$ cat config.mk
export PLATFORM = sky130hd
export DESIGN_NAME = control_unit_flat
export DESIGN_NICKNAME = d
export VERILOG_FILES = /design/src/rtl/control_unit_pkg.sv /design/src/rtl/control_unit_if.sv /design/src/rtl/control_unit_instr_fields.sv /design/src/rtl/control_unit.sv /design/src/flat_wrapper.sv
export SDC_FILE = /design/constraint.sdc
export NUM_CORES = 1
export LEC_CHECK = 0
export CAP_MARGIN = 30
export CORE_ASPECT_RATIO = 0.8
export CORE_MARGIN = 2
export CORE_UTILIZATION = 27
export DETAILED_ROUTE_END_ITERATION = 10
export PLACE_DENSITY = 0.77
export SLEW_MARGIN = 5
export SYNTH_ARGS = -nofsm -noshare
export SYNTH_HDL_FRONTEND = slang
export SYNTH_SLANG_ARGS = --single-unit
$ cat constraint.sdc
create_clock -name clk -period 1.61 [get_ports clk]
set_input_delay 0.483 -clock clk [delete_from_list [all_inputs] [get_ports clk]]
set_output_delay 0.483 -clock clk [all_outputs]
set_load 0.01 [all_outputs]
$ cat src/rtl/control_unit_pkg.sv
// Shared types and constants for the control unit: opcodes, FSM states,
// ALU function selects and instruction field positions.
package control_unit_pkg;

    typedef enum logic [3:0] {
        OP_NOOP  = 4'd0,
        OP_STORE = 4'd1,
        OP_LOAD  = 4'd2,
        OP_ADD   = 4'd3,
        OP_SUB   = 4'd4,
        OP_HALT  = 4'd5
    } opcode_e;

    typedef enum logic [3:0] {
        ST_INIT   = 4'd0,
        ST_FETCH  = 4'd1,
        ST_DECODE = 4'd2,
        ST_NOOP   = 4'd3,
        ST_LOAD_A = 4'd4,
        ST_LOAD_B = 4'd5,
        ST_STORE  = 4'd6,
        ST_ADD    = 4'd7,
        ST_SUB    = 4'd8,
        ST_HALT   = 4'd9
    } state_e;

    localparam logic [2:0] ALU_PASS_A = 3'd0;
    localparam logic [2:0] ALU_ADD    = 3'd1;
    localparam logic [2:0] ALU_SUB    = 3'd2;

    localparam int OPC_MSB  = 15;
    localparam int OPC_LSB  = 12;
    localparam int RA_MSB   = 11;
    localparam int RA_LSB   = 8;
    localparam int RB_MSB   = 7;
    localparam int RB_LSB   = 4;
    localparam int RQ_MSB   = 3;
    localparam int RQ_LSB   = 0;
    localparam int ADDR_MSB = 7;
    localparam int ADDR_LSB = 0;

endpackage

$ cat src/rtl/control_unit_if.sv
// Bundle between the control unit and its datapath. The master side is the
// control unit: it consumes the instruction and drives every control line.
interface control_unit_if;
    logic [15:0] ir;
    logic        pc_clr;
    logic        pc_up;
    logic        ir_ld;
    logic [7:0]  d_addr;
    logic        d_wr;
    logic        rf_s;
    logic [3:0]  rf_w_addr;
    logic        rf_w_en;
    logic [3:0]  rf_ra_addr;
    logic [3:0]  rf_rb_addr;
    logic [2:0]  alu_s0;
    logic [3:0]  state_out;

    modport master (
        input  ir,
        output pc_clr, pc_up, ir_ld, d_addr, d_wr, rf_s, rf_w_addr, rf_w_en,
               rf_ra_addr, rf_rb_addr, alu_s0, state_out
    );

    modport slave (
        output ir,
        input  pc_clr, pc_up, ir_ld, d_addr, d_wr, rf_s, rf_w_addr, rf_w_en,
               rf_ra_addr, rf_rb_addr, alu_s0, state_out
    );
endinterface

$ cat src/rtl/control_unit_instr_fields.sv
// Pure wiring: splits the 16-bit instruction word into its decode fields.
module instr_fields
    import control_unit_pkg::*;
(
    input  logic [15:0] ir_i,
    output opcode_e     opcode_o,
    output logic [3:0]  ra_o,
    output logic [3:0]  rb_o,
    output logic [3:0]  rq_o,
    output logic [7:0]  addr_o
);

    assign opcode_o = opcode_e'(ir_i[OPC_MSB:OPC_LSB]);
    assign ra_o     = ir_i[RA_MSB:RA_LSB];
    assign rb_o     = ir_i[RB_MSB:RB_LSB];
    assign rq_o     = ir_i[RQ_MSB:RQ_LSB];
    assign addr_o   = ir_i[ADDR_MSB:ADDR_LSB];

endmodule

$ cat src/rtl/control_unit.sv
// Moore-style sequencer for a small load/store CPU: fetch, decode, execute.
// Outputs depend only on the state register and the current instruction.
module control_unit
    import control_unit_pkg::*;
(
    input  logic           clk,
    input  logic           reset,
    control_unit_if.master bus
);

    state_e      state_q;
    state_e      state_d;
    opcode_e     opcode;
    logic [3:0]  ra;
    logic [3:0]  rb;
    logic [3:0]  rq;
    logic [7:0]  addr;

    logic        pc_clr;
    logic        pc_up;
    logic        ir_ld;
    logic [7:0]  d_addr;
    logic        d_wr;
    logic        rf_s;
    logic [3:0]  rf_w_addr;
    logic        rf_w_en;
    logic [3:0]  rf_ra_addr;
    logic [3:0]  rf_rb_addr;
    logic [2:0]  alu_s0;

    instr_fields u_fields (
        .ir_i     (bus.ir),
        .opcode_o (opcode),
        .ra_o     (ra),
        .rb_o     (rb),
        .rq_o     (rq),
        .addr_o   (addr)
    );

    // State register; reset lands in INIT even mid-instruction
    always_ff @(posedge clk or posedge reset) begin
        if (reset) begin
            state_q <= ST_INIT;
        end else begin
            state_q <= state_d;
        end
    end

    // Next-state and control outputs for the current state
    always_comb begin
        state_d    = state_q;
        pc_clr     = 1'b0;
        pc_up      = 1'b0;
        ir_ld      = 1'b0;
        d_addr     = 8'd0;
        d_wr       = 1'b0;
        rf_s       = 1'b0;
        rf_w_addr  = 4'd0;
        rf_w_en    = 1'b0;
        rf_ra_addr = 4'd0;
        rf_rb_addr = 4'd0;
        alu_s0     = ALU_PASS_A;
        case (state_q)
            ST_INIT: begin
                pc_clr  = 1'b1;
                state_d = ST_FETCH;
            end
            ST_FETCH: begin
                ir_ld   = 1'b1;
                pc_up   = 1'b1;
                state_d = ST_DECODE;
            end
            ST_DECODE: begin
                // Unassigned opcodes fall through to NOOP
                case (opcode)
                    OP_NOOP:  state_d = ST_NOOP;
                    OP_STORE: state_d = ST_STORE;
                    OP_LOAD:  state_d = ST_LOAD_A;
                    OP_ADD:   state_d = ST_ADD;
                    OP_SUB:   state_d = ST_SUB;
                    OP_HALT:  state_d = ST_HALT;
                    default:  state_d = ST_NOOP;
                endcase
            end
            ST_NOOP: begin
                state_d = ST_FETCH;
            end
            ST_LOAD_A: begin
                d_addr    = addr;
                rf_s      = 1'b1;
                rf_w_addr = ra;
                state_d   = ST_LOAD_B;
            end
            ST_LOAD_B: begin
                d_addr    = addr;
                rf_s      = 1'b1;
                rf_w_addr = ra;
                rf_w_en   = 1'b1;
                state_d   = ST_FETCH;
            end
            ST_STORE: begin
                d_addr     = addr;
                d_wr       = 1'b1;
                rf_ra_addr = ra;
                alu_s0     = ALU_PASS_A;
                state_d    = ST_FETCH;
            end
            ST_ADD: begin
                rf_ra_addr = ra;
                rf_rb_addr = rb;
                rf_w_addr  = rq;
                rf_w_en    = 1'b1;
                alu_s0     = ALU_ADD;
                state_d    = ST_FETCH;
            end
            ST_SUB: begin
                rf_ra_addr = ra;
                rf_rb_addr = rb;
                rf_w_addr  = rq;
                rf_w_en    = 1'b1;
                alu_s0     = ALU_SUB;
                state_d    = ST_FETCH;
            end
            ST_HALT: begin
                state_d = ST_HALT;
            end
            default: begin
                state_d = ST_INIT;
            end
        endcase
    end

    assign bus.pc_clr     = pc_clr;
    assign bus.pc_up      = pc_up;
    assign bus.ir_ld      = ir_ld;
    assign bus.d_addr     = d_addr;
    assign bus.d_wr       = d_wr;
    assign bus.rf_s       = rf_s;
    assign bus.rf_w_addr  = rf_w_addr;
    assign bus.rf_w_en    = rf_w_en;
    assign bus.rf_ra_addr = rf_ra_addr;
    assign bus.rf_rb_addr = rf_rb_addr;
    assign bus.alu_s0     = alu_s0;
    assign bus.state_out  = state_q;

endmodule

$ cat src/flat_wrapper.sv
// flat-port wrapper written by rule: the top's interface ports become plain ports
module control_unit_flat import control_unit_pkg::*;
  (clk, reset, bus_ir, bus_pc_clr, bus_pc_up, bus_ir_ld, bus_d_addr, bus_d_wr, bus_rf_s, bus_rf_w_addr, bus_rf_w_en, bus_rf_ra_addr, bus_rf_rb_addr, bus_alu_s0, bus_state_out);
  control_unit_if bus_i ();
  input  logic clk;
  input  logic reset;
  input wire logic [$bits(bus_i.ir)-1:0] bus_ir;
  output wire logic [$bits(bus_i.pc_clr)-1:0] bus_pc_clr;
  output wire logic [$bits(bus_i.pc_up)-1:0] bus_pc_up;
  output wire logic [$bits(bus_i.ir_ld)-1:0] bus_ir_ld;
  output wire logic [$bits(bus_i.d_addr)-1:0] bus_d_addr;
  output wire logic [$bits(bus_i.d_wr)-1:0] bus_d_wr;
  output wire logic [$bits(bus_i.rf_s)-1:0] bus_rf_s;
  output wire logic [$bits(bus_i.rf_w_addr)-1:0] bus_rf_w_addr;
  output wire logic [$bits(bus_i.rf_w_en)-1:0] bus_rf_w_en;
  output wire logic [$bits(bus_i.rf_ra_addr)-1:0] bus_rf_ra_addr;
  output wire logic [$bits(bus_i.rf_rb_addr)-1:0] bus_rf_rb_addr;
  output wire logic [$bits(bus_i.alu_s0)-1:0] bus_alu_s0;
  output wire logic [$bits(bus_i.state_out)-1:0] bus_state_out;
  assign bus_i.ir = bus_ir;
  assign bus_pc_clr = bus_i.pc_clr;
  assign bus_pc_up = bus_i.pc_up;
  assign bus_ir_ld = bus_i.ir_ld;
  assign bus_d_addr = bus_i.d_addr;
  assign bus_d_wr = bus_i.d_wr;
  assign bus_rf_s = bus_i.rf_s;
  assign bus_rf_w_addr = bus_i.rf_w_addr;
  assign bus_rf_w_en = bus_i.rf_w_en;
  assign bus_rf_ra_addr = bus_i.rf_ra_addr;
  assign bus_rf_rb_addr = bus_i.rf_rb_addr;
  assign bus_alu_s0 = bus_i.alu_s0;
  assign bus_state_out = bus_i.state_out;
  control_unit u_core (.clk(clk), .reset(reset), .bus(bus_i));
endmodule
* After elaboration in Yosys (flattened, before gate mapping)
Index checks and enable logic that the tools add are counted.
W data, S select, Z words.
** Word-level totals
- Register bits :: 4
- Input bits :: 18
- Output and inout port bits :: 33
- Word-level logic and storage cells :: 34
** Operators by class
- Eq/ne operators :: 14
- Mux-type cells :: 12
- Reductions and logical operators :: 7
** Operators by type and width (number)
- $pmux W4 S5 :: 2
- $eq A4 B3 Y1 const B :: 6
- $eq A4 B2 Y1 const B :: 4
- $reduce_or A3 Y1 :: 3
- $eq A4 B1 Y1 const B :: 2
- $eq A4 B4 Y1 const B :: 2
- $mux W4 :: 2
- $mux W8 :: 1
- $pmux W4 S2 :: 1
- $reduce_or A6 Y1 :: 1
- $mux W1 :: 5
- $logic_not A4 Y1 :: 1
- $pmux W2 S2 :: 1
- $reduce_or A2 Y1 :: 2

* Logic depth before layout (Yosys ltp)
Gate-level depths: netlist of the first run.
- Word-level depth :: 3
- Gate-level depth with buffers :: 5
- Depth with buffers taken out :: 3

* Cells and area by module
From an unflattened synthesis of the first run, not the netlist that was laid out.
** Unflattened totals
- Cells, all modules :: 91
- Area, all modules :: 719.4 um^2
** By module, submodules not included
- control_unit :: times used 1, cells each 67, area an instance 539.3 um^2, sequential area each 100.1 um^2
- instr_fields :: times used 1, cells each 24, area an instance 180.2 um^2, sequential area each 0.0 um^2

* Worst setup path after synthesis of the first run
No wires, ideal clock.
- Path type :: reg-to-output
- From :: register u_core.state_q[2] (netlist: u_core.bus.state_out[2])
- To :: output port bus_rf_w_addr[0]
- Arrival time :: 1.339 ns
- Data required time :: 1.127 ns
- Slack :: -0.212 ns
- Cell stages (with the launch flop) :: 5
- Path buffers :: 1
- Cell sequence :: dfrtp_1 > buf_6 > nor4b_4 > o21bai_4 > a22o_1
** On the way
- Word-level cells in the longest chain between the ends :: 3
- Elaborated cells on any way between the ends :: 7
- Those cells by class :: eq/ne (4); mux (1); reduce/logical (2)
** Ends and longest elaborated chain
- start: declaration :: RTL line control_unit.sv:11 : state_e state_q;
- start signal: assignment :: RTL line control_unit.sv:45 : state_q <= state_d;
- $eq A4 B3 Y1 / $eq A4 B4 Y1 (equally long branches) :: RTL line control_unit.sv:63 : case (state_q)
- $reduce_or A2 Y1 (no source line)
- $pmux W4 S2 (*) :: RTL line control_unit.sv:63
- end: declaration :: RTL line flat_wrapper.sv:14 : output wire logic [$bits(bus_i.rf_w_addr)-1:0] bus_rf_w_addr;
Mark *: on every way between the ends. The rest lies on a longest branch, timed or not.

* Worst setup path after layout of the first run
- From :: register u_core.state_q[1] (netlist: u_core.bus.state_out[1])
- To :: output port bus_rf_ra_addr[3]
** On the way
- Word-level cells in the longest chain between the ends :: 3
- Elaborated cells on any way between the ends :: 5
- Those cells by class :: eq/ne (3); mux (1); reduce/logical (1)
** Ends and longest elaborated chain
- $eq A4 B3 Y1 / $eq A4 B4 Y1 (equally long branches) :: RTL line control_unit.sv:63
- $reduce_or A3 Y1 (no source line) (*)
- $mux W4 (*) :: RTL line control_unit.sv:63
- end: declaration :: RTL line flat_wrapper.sv:16 : output wire logic [$bits(bus_i.rf_ra_addr)-1:0] bus_rf_ra_addr;
Marked as above.

==> flow_summary.ini, run 1 <==
[status]
status = complete, but fails checks
violations = setup timing

[setup_path]
criticalPathCategory = reg -> out
r2r-end = u_core.bus.state_out[3]$_DFF_PP0_
worstPathCellList = nor4b_4 > buf_4 > a21o_1 > buf_6 > buf_6 > and2_4 > buf_6
r2r_slack_ns = 0.14
crit_path_max_incr_delay_ns = 0.41
timing.rr.start = u_core.bus.state_out[0]$_DFF_PP0_
slowest_stage = dfrtp_1
r2r.worst_path.cells = 5
cp-end-kind = primary output
cp_common_cell = buf_6
cp-start-kind = flip-flop
crit_fanout = 3
path_buf_inv = 4
critPathRequiredTime_ns = 1.13
crit_family = buffers and inverters
cp.arrival_ns = 1.70

[yosys]
synth_edf_count = 0
ys_ff_latch = 4
synth_flop_cell = dfrtp_1
synth_cell_types = 28
synth_area_per_cell_sq_um = 8.05
syn_nets = 85
synth_top_area_frac = 0.186
async_flop_share = 1.00
synthTopCellsByArea = dfrtp_1 (19%), and2_1 (10%), and3_1 (9.3%)
ys_warn_count = 0
syn_area_sq_um = 539
syn_inst = 67
yosysSeqAreaShare = 0.186
synth_top_area_cell = dfrtp_1

[power_and_ir_drop]
p_leak_nw = 0.715
ir_worst_vdd_uv = 999
combPwrFrac = 0.786
power_mw = 1.39
p_sw_mw = 0.535
swShare = 0.386
p_clk_frac = 0.085
cell_internal_pwr_mw = 0.853
pwr-share-seq = 0.129
powerDensity_nw_per_um2 = 980

[timing]
setup-violations-final = 28
period_share = 1.36
fin_hold_ws_ns = 0.437
period_minus_slack_ns = 2.18
fin_worst_skew_ns = 0.00394
timing.final.ws_setup_ns = -0.573
finalSetupTns_ns = -9.23
slew_violations = 0
max_freq_mhz = 458
rsz0062_at_grt = true
hold_viol_final = 0

[die]
die_w_microns = 54.0
dieArea_sq_um = 2370
die_h_microns = 44.0
start_util = 0.288
num_rows = 14
core_sq_um = 1870
io_pins = 51

[place]
dp_slack_ns = -0.577
placed_cell_area_sq_um = 1150
portBuffers = 49
placedCellCount = 150
dp_hpwl_mm = 1.69
gp_congestion = 0.780

[clocking]
ctsHoldBuffers = 0
cts_buffers = 3
cts_buffer_depth = 2
cts_tree = built
path_clk_slew_ns = 0.04
htreeDepth = 1
root_buffer = clkbuf_4
clock_sinks = 4
worstSkewPairLatency_ns = 0.23

[cells_and_area]
fill_cells = 132
fin_cells = 171
fin_area_sq_um = 1420
area.growth.synth_to_final_pct = 163
drive_gt1_frac = 0.653
seq_area_sq_um = 104
antennaDiodeCount = 0
largest_register_ffs = 4
nets = 167
multi_input_area_sq_um = 470
final_common_cell = buf_6
final_cell_mix = buf_6 (36), clkdlybuf4s50_1 (17), buf_4 (15), buf_2 (14), and2_4 (9)
utilization = 0.756

[detailed_routing]
ant_nets = 0
drtIter0Drc = 8
drt-met1-wl_microns = 963
drcViolationCount = 0
drt_wl_total_mm = 2.59
route.met2.wl_mm = 1.42
viasPerCell = 4.84
dr.pass1.iters = 4
dr.max_layer_used = met4
vias = 828
wl_met3_microns = 92
drt-wirelength-per-cell_microns = 15.1

[grt]
grt_pass1_vias = 769
antenna_found_initial = 0
grt_pass1_wl_mm = 3.54
gr-total-overflow = 0
grt_max_degree = 11
track_usage = 0.208

[run]
max-cap-violations = 0

[hold_path]
hp-class = in -> async
## cells in the mapped netlist, drive strengths merged (2+ instances only)
library cell / n
a21o: 2
buf: 5
and3: 8
a22o: 4
o2111ai: 2
dfrtp: 4
inv: 2
o21ai: 3
nand2: 2
a21oi: 2
clkbuf: 2
nor2: 4
nor3b: 3
or3b: 2
nor2b: 2
and2: 9
nand2b: 4
## worst max path at each step
stage                                       from                 to  cells after the start
6_report       u_core.bus.state_out[1]$_DFF_PP0_  bus_rf_ra_addr[3]                      7
5_1_grt        u_core.bus.state_out[1]$_DFF_PP0_  bus_rf_ra_addr[3]                      7
4_1_cts        u_core.bus.state_out[2]$_DFF_PP0_   bus_rf_w_addr[0]                      5
3_5_place_dp   u_core.bus.state_out[2]$_DFF_PP0_   bus_rf_w_addr[2]                      4
3_3_place_gp                           bus_ir[9]  bus_rf_ra_addr[1]                      3
2_1_floorplan  u_core.bus.state_out[2]$_DFF_PP0_   bus_rf_w_addr[0]                      4
## per-layer routing
metal	GRT usage	up-vias
li1	-	399
met5	0	-
met4	0.0769	0
met1	0.245	392
met2	0.388	27
met3	0.0138	10
## cells by family after synthesis
group / Yosys count / share of synthesized area
and+or+nand+nor: 37 / 0.464
AOI/OAI and AO/OA: 15 / 0.220
buffers and inverters: 9 / 0.107
DFF: 4 / 0.186
xor gates and xnor gates: 1 / 0.0162
other: 1 / 0.00695
## power by group through the flow
stage | Clock, mW | Combinational, mW | Sequential (mW)
after floorplan | 0 | 0.373 | 0.183
after global placement | 0 | 0.757 | 0.177
after detailed placement | 0 | 0.769 | 0.180
after CTS | 0.122 | 0.982 | 0.176
after global routing | 0.128 | 1.16 | 0.184
final | 0.117 | 1.09 | 0.179
## final cells by class
cell class,instances,share of cell area
tap,24,0.0212
inverter,2,0.00530
multi-input combinational,54,0.332
sequential,4,0.0733
clock buffer,3,0.0159
timing repair buffer,84,0.552
## timing repair
action,CTS,global route
gates resized for setup,165,26
endpoints found under the setup margin,32,31
gates cloned,1,0
setup buffers,14,8
pin swaps,8,5
No activity file was read; power rests on OpenSTA's default activity.
==> inputs of run 2 (changes only) <==
Settings changed: TNS_END_PERCENT from default to 100.
==> results of run 2 <==
Final layout, timing and power as in run 1 (identical DEF).
==> inputs of run 3 (changes only) <==
Settings changed: HOLD_SLACK_MARGIN from default to 0.02.
==> results of run 3 <==
Final layout, timing and power as in run 1 (identical DEF).
